**config.mk**
```make
export PLATFORM = sky130hd
export DESIGN_NAME = int16_to_bfloat16
export DESIGN_NICKNAME = d
export VERILOG_FILES = /design/src/rtl/int16_to_bfloat16.sv
export SDC_FILE = /design/constraint.sdc
export NUM_CORES = 1
export LEC_CHECK = 0
export CAP_MARGIN = 20
export CORE_MARGIN = 10
export CORE_UTILIZATION = 30
export DETAILED_ROUTE_END_ITERATION = 10
export PLACE_DENSITY = 0.5
export SLEW_MARGIN = 20
export SYNTH_ARGS = -nofsm -noshare
export SYNTH_HDL_FRONTEND = slang
export SYNTH_SLANG_ARGS = --single-unit
```
**constraint.sdc**
```tcl
create_clock -name clock -period 3.45 [get_ports clock]
set_input_delay 0.69 -clock clock [delete_from_list [all_inputs] [get_ports clock]]
set_output_delay 0.69 -clock clock [all_outputs]
set_load 0.05 [all_outputs]
```
**src/rtl/int16_to_bfloat16.sv**
```systemverilog
// 16-bit integer to bfloat16 converter: one-bit-per-cycle normalization, then a single rounding step.
// Optional macro I2BF_TRUNCATE_EN selects round-toward-zero instead of round-to-nearest-even.
`timescale 1ns/1ps
module int16_to_bfloat16 #(
  parameter int SIGNED_IN = 1
) (
  input  logic        clock,
  input  logic        nreset,
  input  logic        start,
  input  logic [15:0] a,
  output logic        ready,
  output logic        done,
  output logic [15:0] result,
  output logic        inexact
);

  typedef enum logic [2:0] {
    S_IDLE      = 3'd0,
    S_ABS       = 3'd1,
    S_NORMALIZE = 3'd2,
    S_ROUND     = 3'd3,
    S_DONE      = 3'd4
  } state_t;

  state_t      r_state;
  logic [15:0] r_a;
  logic        r_sign;
  logic [15:0] r_mag;
  logic [7:0]  r_exp;
  logic [15:0] r_result;
  logic        r_inexact;
  logic        r_done;
  logic        r_ready;

  logic        w_sign;
  logic [15:0] w_mag;
  logic [6:0]  w_m;
  logic        w_guard;
  logic        w_sticky;
  logic        w_up;
  logic [7:0]  w_sum;
  logic        w_carry;

  // -32768 negates back to 16'h8000, which is exactly the right unsigned magnitude
  assign w_sign = (SIGNED_IN != 0) ? r_a[15] : 1'b0;
  assign w_mag  = w_sign ? (~r_a + 16'd1) : r_a;

  assign w_m      = r_mag[14:8];
  assign w_guard  = r_mag[7];
  assign w_sticky = |r_mag[6:0];

`ifdef I2BF_TRUNCATE_EN
  assign w_up = 1'b0;
`else
  logic w_lsb;
  assign w_lsb = r_mag[8];
  assign w_up  = w_guard & (w_sticky | w_lsb);
`endif

  assign w_sum   = {1'b0, w_m} + {7'd0, w_up};
  assign w_carry = w_sum[7];

  always_ff @(posedge clock or negedge nreset) begin
    if (!nreset) begin
      r_state   <= S_IDLE;
      r_a       <= 16'h0000;
      r_sign    <= 1'b0;
      r_mag     <= 16'h0000;
      r_exp     <= 8'd0;
      r_result  <= 16'h0000;
      r_inexact <= 1'b0;
      r_done    <= 1'b0;
      r_ready   <= 1'b1;
    end else begin
      r_done <= 1'b0;
      case (r_state)
        S_IDLE: begin
          if (start) begin
            r_a     <= a;
            r_ready <= 1'b0;
            r_state <= S_ABS;
          end
        end
        S_ABS: begin
          r_sign <= w_sign;
          r_mag  <= w_mag;
          r_exp  <= 8'd142;
          if (w_mag == 16'h0000) begin
            r_result  <= 16'h0000;
            r_inexact <= 1'b0;
            r_done    <= 1'b1;
            r_state   <= S_DONE;
          end else begin
            r_state <= S_NORMALIZE;
          end
        end
        S_NORMALIZE: begin
          if (!r_mag[15]) begin
            r_mag <= {r_mag[14:0], 1'b0};
            r_exp <= r_exp - 8'd1;
          end else begin
            r_state <= S_ROUND;
          end
        end
        S_ROUND: begin
          // A mantissa carry leaves w_sum[6:0] at zero and bumps the exponent
          r_result  <= {r_sign, (w_carry ? r_exp + 8'd1 : r_exp), w_sum[6:0]};
          r_exp     <= w_carry ? r_exp + 8'd1 : r_exp;
          r_inexact <= w_guard | w_sticky;
          r_done    <= 1'b1;
          r_state   <= S_DONE;
        end
        S_DONE: begin
          r_ready <= 1'b1;
          r_state <= S_IDLE;
        end
        default: begin
          r_ready <= 1'b1;
          r_state <= S_IDLE;
        end
      endcase
    end
  end

  assign ready   = r_ready;
  assign done    = r_done;
  assign result  = r_result;
  assign inexact = r_inexact;

endmodule

```
== After elaboration in Yosys (flattened, before gate mapping) ==
Cells that the tools add are included.
Word-level totals
  output and inout bits: 19
  logic and storage cells: 57
  register bits after elaboration: 63
  input port bits: 19
Operators by class
  bitwise logic cells: 5
  reduce and logical (&&, ||, !) cells: 13
  muxes and demuxes: 18
  $add $sub $neg: 4
  eq/ne operators: 7
Operators by type and width (number)
  16-bit one-hot mux with 2 select lines: 2
  16-bit two-way mux: 3
  8-bit one-hot mux with 3 select lines: 1
  16-bit by 1-bit adder with 16-bit output (second input constant): 1
  16-bit logical NOT: 1
  8-bit two-way mux: 2
  16-bit inverter: 1
  3-bit one-hot mux with 4 select lines: 1
  2-bit AND reduction: 6
  3-bit two-way mux: 3
  7-bit by 1-bit adder with 8-bit output: 1
  8-bit by 1-bit adder with 8-bit output (second input constant): 1
  2-bit inequality test (second input constant): 4
  8-bit by 1-bit subtractor with 8-bit output (second input constant): 1
  7-bit OR reduction: 1
  3-bit by 2-bit equality test with 1-bit output (second input constant): 2
  1-bit one-hot mux with 2 select lines: 3
  2-bit nonzero test: 2
  3-bit by 1-bit equality test with 1-bit output (second input constant): 1
  3-bit logical NOT: 1
  1-bit two-way mux: 3
  3-bit nonzero test: 1
  3-bit OR reduction: 1
  1-bit OR: 2
  other kinds (2): 2

== Logic depth before layout (Yosys ltp) ==
  depth after elaboration: 6
  gate-level depth with buffers: 11
  gate-level depth less buffers: 10

== Worst setup path after synthesis ==
OpenSTA, ideal clock, no wires.
  kind: flip-flop to flip-flop
  start point: register r_a[0]
  end point: register r_result[10] (netlist: result[10])
  cell stages (with the launch flop): 10
  path slack: 656 ps
  library setup time: 120 ps
  path buffers: 1
  required time: 3330 ps
  arrival: 2675 ps
  clock period less this slack: 2794 ps
  cell sequence: dfrtp_1 > inv_1 > ha_1 > or3b_1 > buf_2 > or3_4 > nor4_4 > nor4_2 > or4_1 > a31o_1
Between the ends
  word-level cells in the longest chain between the ends: 6
RTL lines
  from (decl): RTL line 26  | logic [15:0] r_a;
  from (signal assigned): RTL line 66  | r_a <= 16'h0000;
  from (signal assigned): RTL line 79  | r_a <= a;
  16-bit inverter: RTL line 46  | assign w_mag = w_sign ? (~r_a + 16'd1) : r_a;
  16-bit by 1-bit adder with 16-bit output: RTL line 46
  16-bit two-way mux (*): RTL line 46
  16-bit logical NOT (*): RTL line 88  | if (w_mag == 16'h0000) begin
  2-bit inequality test (no line) (*)
  2-bit AND reduction (no line) (*)
  to (signal assigned): RTL line 107  | r_result <= {r_sign, (w_carry ? r_exp + 8'd1 : r_exp), w_sum[6:0]};
  to (decl): RTL line 30  | logic [15:0] r_result;
Every way passes the cells marked *; elsewhere a longest branch is shown, timed or not.
A chain may end at the register's enable or synchronous reset.

== Worst setup path in the final report ==
Ends and elaborated chain as after synthesis.

==> impl_metrics.yaml <==
run_status:
  status: "finished, final reports clean"
layout:
  final_core_util: 0.372
  num-fill-cells: 1219
  diodes: 0
  num-nets-final: 452
  final_cell_mix: "62 x dfrtp_1, 52 x nand2_1, 36 x clkdlybuf4s50_1, 26 x o21ai_0, 22 x nor2_1"
  drive_gt1_frac: 0.112
  syn_to_final_growth_pct: 21.1
  final_common_cell: "dfrtp_1"
synth:
  synth_top_area_share: 0.419
  synth-adder-area-share: 0.0169
  syn_area_per_cell_um2: 9.23
  yosysSeqAreaShare: 0.426
  synth.area.top_cells: "dfrtp_1 42%, nand2_1 5.3%, mux2_2 5.2%"
  synth_cell_types: 55
  yosysWarnings: 0
  synth_xor_area_frac: 0.0568
  synthFlopType: "dfrtp_1"
  syn-cell-area_um2: 3700
  syn_nets: 425
  syn_inst: 401
  yosysTopAreaCell: "dfrtp_1"
  ys_ff_latch: 63
  synth_compound_area_frac: 0.145
  yosys.area_share.simple: 0.230
  async_flop_share: 1.00
  synth_top_family_by_area: "simple AND/OR/NAND/NOR gates"
  synthMuxAreaShare: 0.0787
  synth-edff-count: 0
global_route:
  grt_max_degree: 45
  antenna_found_initial: 0
  grt_pass1_wl_um: 15200
  grt_pass1_vias: 2916
  overflow: 0
  grt_usage: 0.114
pwr:
  power_leakage_nw: 1.78
  irDropWorstVdd_uv: 343
  comb_power_share: 0.466
  p_sw_mw: 2.02
  p_seq_frac: 0.345
  p_clk_frac: 0.189
  internal_power_mw: 2.50
  powerDensity_nw_per_um2: 1010
  p_total_mw: 4.52
  p_sw_frac: 0.447
worst_setup_path:
  crit_start: "r_a[0]$_DFFE_PN0P_"
  reg2reg_from: "r_a[0]$_DFFE_PN0P_"
  worst-path-max-fanout: 7
  arrival_ps: 3330
  required_ps: 3670
  setup.worst_path.end_class: "flip-flop"
  critPathLaunchType: "flip-flop"
  path_class: "reg2reg"
sta:
  timing.fmax_mhz: 322
  rsz0062_at_grt: "false"
  slew_viol_final: 0
  tightest_slew_ps: 804
  fin_worst_skew_ps: 8.40
  fin_crit_sh: 0.900
  finalSetupViolCount: 0
  fin_tns_setup_ps: 0
  fin_crit_ps: 3110
  finalHoldViolCount: 0
  max_slew_margin: 0.463
clocking:
  worstSkewPairLatency_ps: 330
  cts-root-buf: "clkbuf_16"
  path_clk_slew_ps: 50
  cts_tree: "built"
  cts_setup_buffers: 0
  cts.path.max_buffers: 2
  cts_hold_buf: 0
  cts_buffers: 9
  cts_max_level: 3
  post_cts_resized: 0
  cts_num_sinks: 63
die:
  rows: 40
  core-area_um2: 12100
  initial_core_util: 0.307
  die_area_um2: 17200
  fp.dieH_um: 131
  io-pin-count: 38
  fp.dieW_um: 131
route:
  drt-vias-per-instance: 5.05
  wl_per_cell_um: 15.4
  drt_iter0_markers: 196
  num_vias: 3019
  drc: 0
  drtAntennaViolNets: 0
  dr.pass1.iters: 4
  routed_wl_um: 9190
placed_design:
  gp_congestion: 0.872
  port_buffers: 37
  dpl.hpwl_um: 6840
worst_hold_path:
  hp-class: "in2async"
job:
  maxCapViolCount: 0
-- routing by layer --
| metal | part of all wire | track usage |
|---|---|---|
| met2 | 0.43 | 0.163 |
| met5 | 0 | 0 |
| met3 | 0.057 | 0.0334 |
| met1 | 0.50 | 0.156 |
| met4 | 0.014 | 0.0458 |
-- area by class of cell --
| cell class | instances | area (µm²) | area share |
|---|---|---|---|
| Multi-Input combinational cell | 297 | 1950 | 0.436 |
| Sequential cell | 63 | 1580 | 0.352 |
| Timing Repair Buffer | 46 | 433 | 0.0966 |
| Clock buffer | 11 | 233 | 0.0519 |
| Tap cell | 168 | 210 | 0.0469 |
| Inverter | 11 | 41.3 | 0.00921 |
| Clock inverter | 2 | 35.0 | 0.00781 |
-- path summary, 6_finish.rpt --
check | slack, ps | cells past startpoint | endpoint
hold reg to reg | 500 | 2 | r_sign$_DFFE_PN0P_
max in group asynchronous | 2210 | 2 | ready$_DFFE_PN1P_
setup / recovery | 340 | 8 | result[10]$_DFFE_PN0P_
hold / removal | 300 | 1 | result[0]$_DFFE_PN0P_
setup reg to reg | 340 | 8 | result[10]$_DFFE_PN0P_
min in group clock | 500 | 2 | r_sign$_DFFE_PN0P_
-- cell families (layout without fill, tap and decap cells) --
family                   count (synthesis)  in the layout
AND/OR/NAND/NOR                        155            155
AO/OA/AOI/OAI                           86             86
flip-flops                              63             63
buffers and inverters                   41             70
multiplexers                            27             27
XOR/XNOR                                24             24
adder cells (fa/ha/maj)                  5              5
-- Yosys cell counts, types with 7 or more instances --
cell type / number
nor4_1: 10
clkbuf_1: 22
inv_1: 11
o22ai_1: 9
mux2_2: 17
mux2i_1: 10
a211oi_1: 7
nand2_1: 52
nor2_1: 22
o21ai_0: 26
a21oi_1: 17
dfrtp_1: 62
xor2_1: 10
nor3_1: 13
nand4_1: 8
xnor2_1: 14
-- metrics by stage --
stage	cells	instance area (µm²)	worst slack, ps	hold slack, ps
finish	598	4480	345	296
global route	598	4480	136	324
CTS	598	4480	372	300
detailed placement	585	4220	377	485
global placement	585	4220	512	474
floorplan	401	3700	656	394
-- worst max-delay path, cell delays in order, from the launching register on --
cell      delay (ps)
dfrtp_1          430
inv_1            130
ha_1             230
or3b_1           490
nor4_1           460
mux2i_1          290
o221ai_1         210
or4_1            510
a31o_1           240
-- registers in the layout, indices dropped and copies added (netlist names) --
| signal | count |
|---|---|
| inexact | 1 |
| r_a | 16 |
| r_sign | 1 |
| r_exp | 8 |
| done | 1 |
| r_mag | 16 |
| result | 16 |
| ready | 1 |
| r_state | 3 |
-- power by group through the flow --
stage | logic (mW) | clock network (mW) | registers, mW
global route | 2.35 | 0.913 | 1.63
detailed placement | 2.12 | 0 | 1.57
global placement | 2.12 | 0 | 1.56
floorplan | 1.48 | 0 | 1.60
CTS | 2.13 | 0.878 | 1.56
finish | 2.11 | 0.854 | 1.56
Power figures use the tool's default switching activity.
==> patch: new RTL, same flow settings <==
`SIGNED_IN`: 1 -> 0.
--- a/src/rtl/int16_to_bfloat16.sv
+++ b/src/rtl/int16_to_bfloat16.sv
@@ -2,7 +2,7 @@
 // Optional macro I2BF_TRUNCATE_EN selects round-toward-zero instead of round-to-nearest-even.
 `timescale 1ns/1ps
 module int16_to_bfloat16 #(
-  parameter int SIGNED_IN = 1
+  parameter int SIGNED_IN = 0
 ) (
   input  logic        clock,
   input  logic        nreset,
Formal check against the unedited RTL: not equivalent (Yosys sat finds a counterexample within 10 cycles, from zero or initial values and one cycle with nreset low).
==> patch against the unedited design <==
Sequential cell count shrank 2; fmax grew 32%; via count shrank 22%; final area shrank 17%; total power shrank 20%; synthesized area shrank 17%; setup slack gained 750 ps; die area shrank 14%; critical path type is now flip-flop to output pin; count of clock-buffer cells in the layout shrank 2; core utilization grew 0.42 points; wire length shrank 19%; highest routed layer unchanged.
==> patch: results (changes against the unedited design) <==
final_layout:
  fill_cells: 1010  # was 1,219
  nets: 342  # was 452
  drive_gt1_frac: 0.1815  # was 0.1116
placement:
  io_buffers: 36  # was 37
  dp_cells: 442  # was 585
  postPlaceCellArea_mm2: 0.003548  # was 0.004215 mm^2
clock_tree:
  clock-root-buffer: "clkbuf_8"  # was clkbuf_16
synthesis:
  synth.distinct_cells: 57  # was 55
  synthTopCellsByCount: "dfrtp_1, nand2_1, mux2_2, a22oi_1, nor2_1"  # was dfrtp_1, nand2_1, o21ai_0, clkbuf_1, nor2_1
  synth.area.top_cells: "dfrtp_1, mux2_2, nand2_1, a22oi_1, a22o_2"  # was dfrtp_1, nand2_1, mux2_2, o21ai_0, xnor2_1
  synth_area_per_cell_um2: 10.74  # was 9.233 um^2
detailed_routing:
  drt_iter0_drc: 162  # was 196
  drt-total-wl_um: 7412  # was 9194 um
  viasPerCell: 5.164  # was 5.048
  num_vias: 2365  # was 3,019
grt:
  grtUsageTotal: 0.1058  # was 0.1140
  grt_pass1_wl_um: 12460  # was 15,230 um
  grt_use_met1: 0.1384  # was 0.1565
  grt_max_degree: 34  # was 45
  use_met2: 0.1587  # was 0.1635
  met3_usage: 0.02839  # was 0.03339
run_status:
  status: "completed"  # unchanged
worst_setup_path:
  cp_slowest_cell: "clkdlybuf4s50_1"  # was or4_1
  slowest_delay_ps: 800  # was 510 ps
  cp_top_family: "buffers and inverters"  # was simple AND/OR/NAND/NOR gates
pwr:
  total_leakage_power_uw: 0.001551  # was 0.001784 uW
  p_sw_uw: 1637  # was 2022 uW
timing:
  relSlewSlack: 0.3825  # was 0.4634
-- patch: path summary, 6_finish.rpt --
check	startpoint	to	slack (ps)	depth (start not counted)
worst min register to register	ready$_DFFE_PN1P_	ready$_DFFE_PN1P_	490	2
worst min-delay path	nreset	result[12]$_DFFE_PN0P_	400	1
worst max-delay path	ready$_DFFE_PN1P_	ready	1100	1
max in group asynchronous	nreset	r_mag[8]$_DFFE_PN0P_	2430	2
worst max register to register	r_state[2]$_DFFE_PN0P_	r_mag[0]$_DFFE_PN0P_	1400	4
min in group clock	ready$_DFFE_PN1P_	ready$_DFFE_PN1P_	490	2
-- patch: power by group through the flow --
stage / clock [uW] / combinational, uW / sequential, uW
3_5_place_dp: 0 / 1600 / 1480
5_1_grt: 633 / 1740 / 1530
2_1_floorplan: 0 / 992 / 1600
4_1_cts: 595 / 1610 / 1460
6_report: 583 / 1580 / 1460
3_3_place_gp: 0 / 1580 / 1470
-- patch: metal layers --
layer | share of wire | up-vias
li1 | - | 1135
met1 | 0.49 | 1164
met2 | 0.44 | 55
met3 | 0.049 | 11
met4 | 0.016 | 0
met5 | 0 | -
-- patch: metrics by stage --
stage               setup slack (ps)  total power [uW]  hold slack (ps)  utilization
finish                          1095              3629            395.9       0.3759
global route                    1064              3900            457.6       0.3759
CTS                             1074              3669            422.1       0.3759
detailed placement              1348              3079            483.1       0.3581
global placement                1340              3058            479.5       0.3581
floorplan                       1670              2592            394.4            -
-- patch: area by class of cell --
type | instances | area, um^2 | share of cell area
clock buffers | 9 | 123.9 | 0.03326
clock inverters | 7 | 52.55 | 0.01411
inverters | 9 | 33.78 | 0.009070
multi-input cells | 198 | 1415 | 0.3799
flip-flops and latches | 61 | 1528 | 0.4101
well taps | 133 | 166.4 | 0.04468
repair buffers | 41 | 405.4 | 0.1088
-- patch: logic make-up after synthesis --
logic type	after synthesis	synth area share
AO/OA/AOI/OAI	68	0.1717
XOR/XNOR	13	0.03695
adder cells (fa/ha/maj)	3	0.01218
buffers and inverters	28	0.04709
flip-flops	61	0.4957
multiplexers	18	0.06496
other	1	0.001217
AND/OR/NAND/NOR	95	0.1701
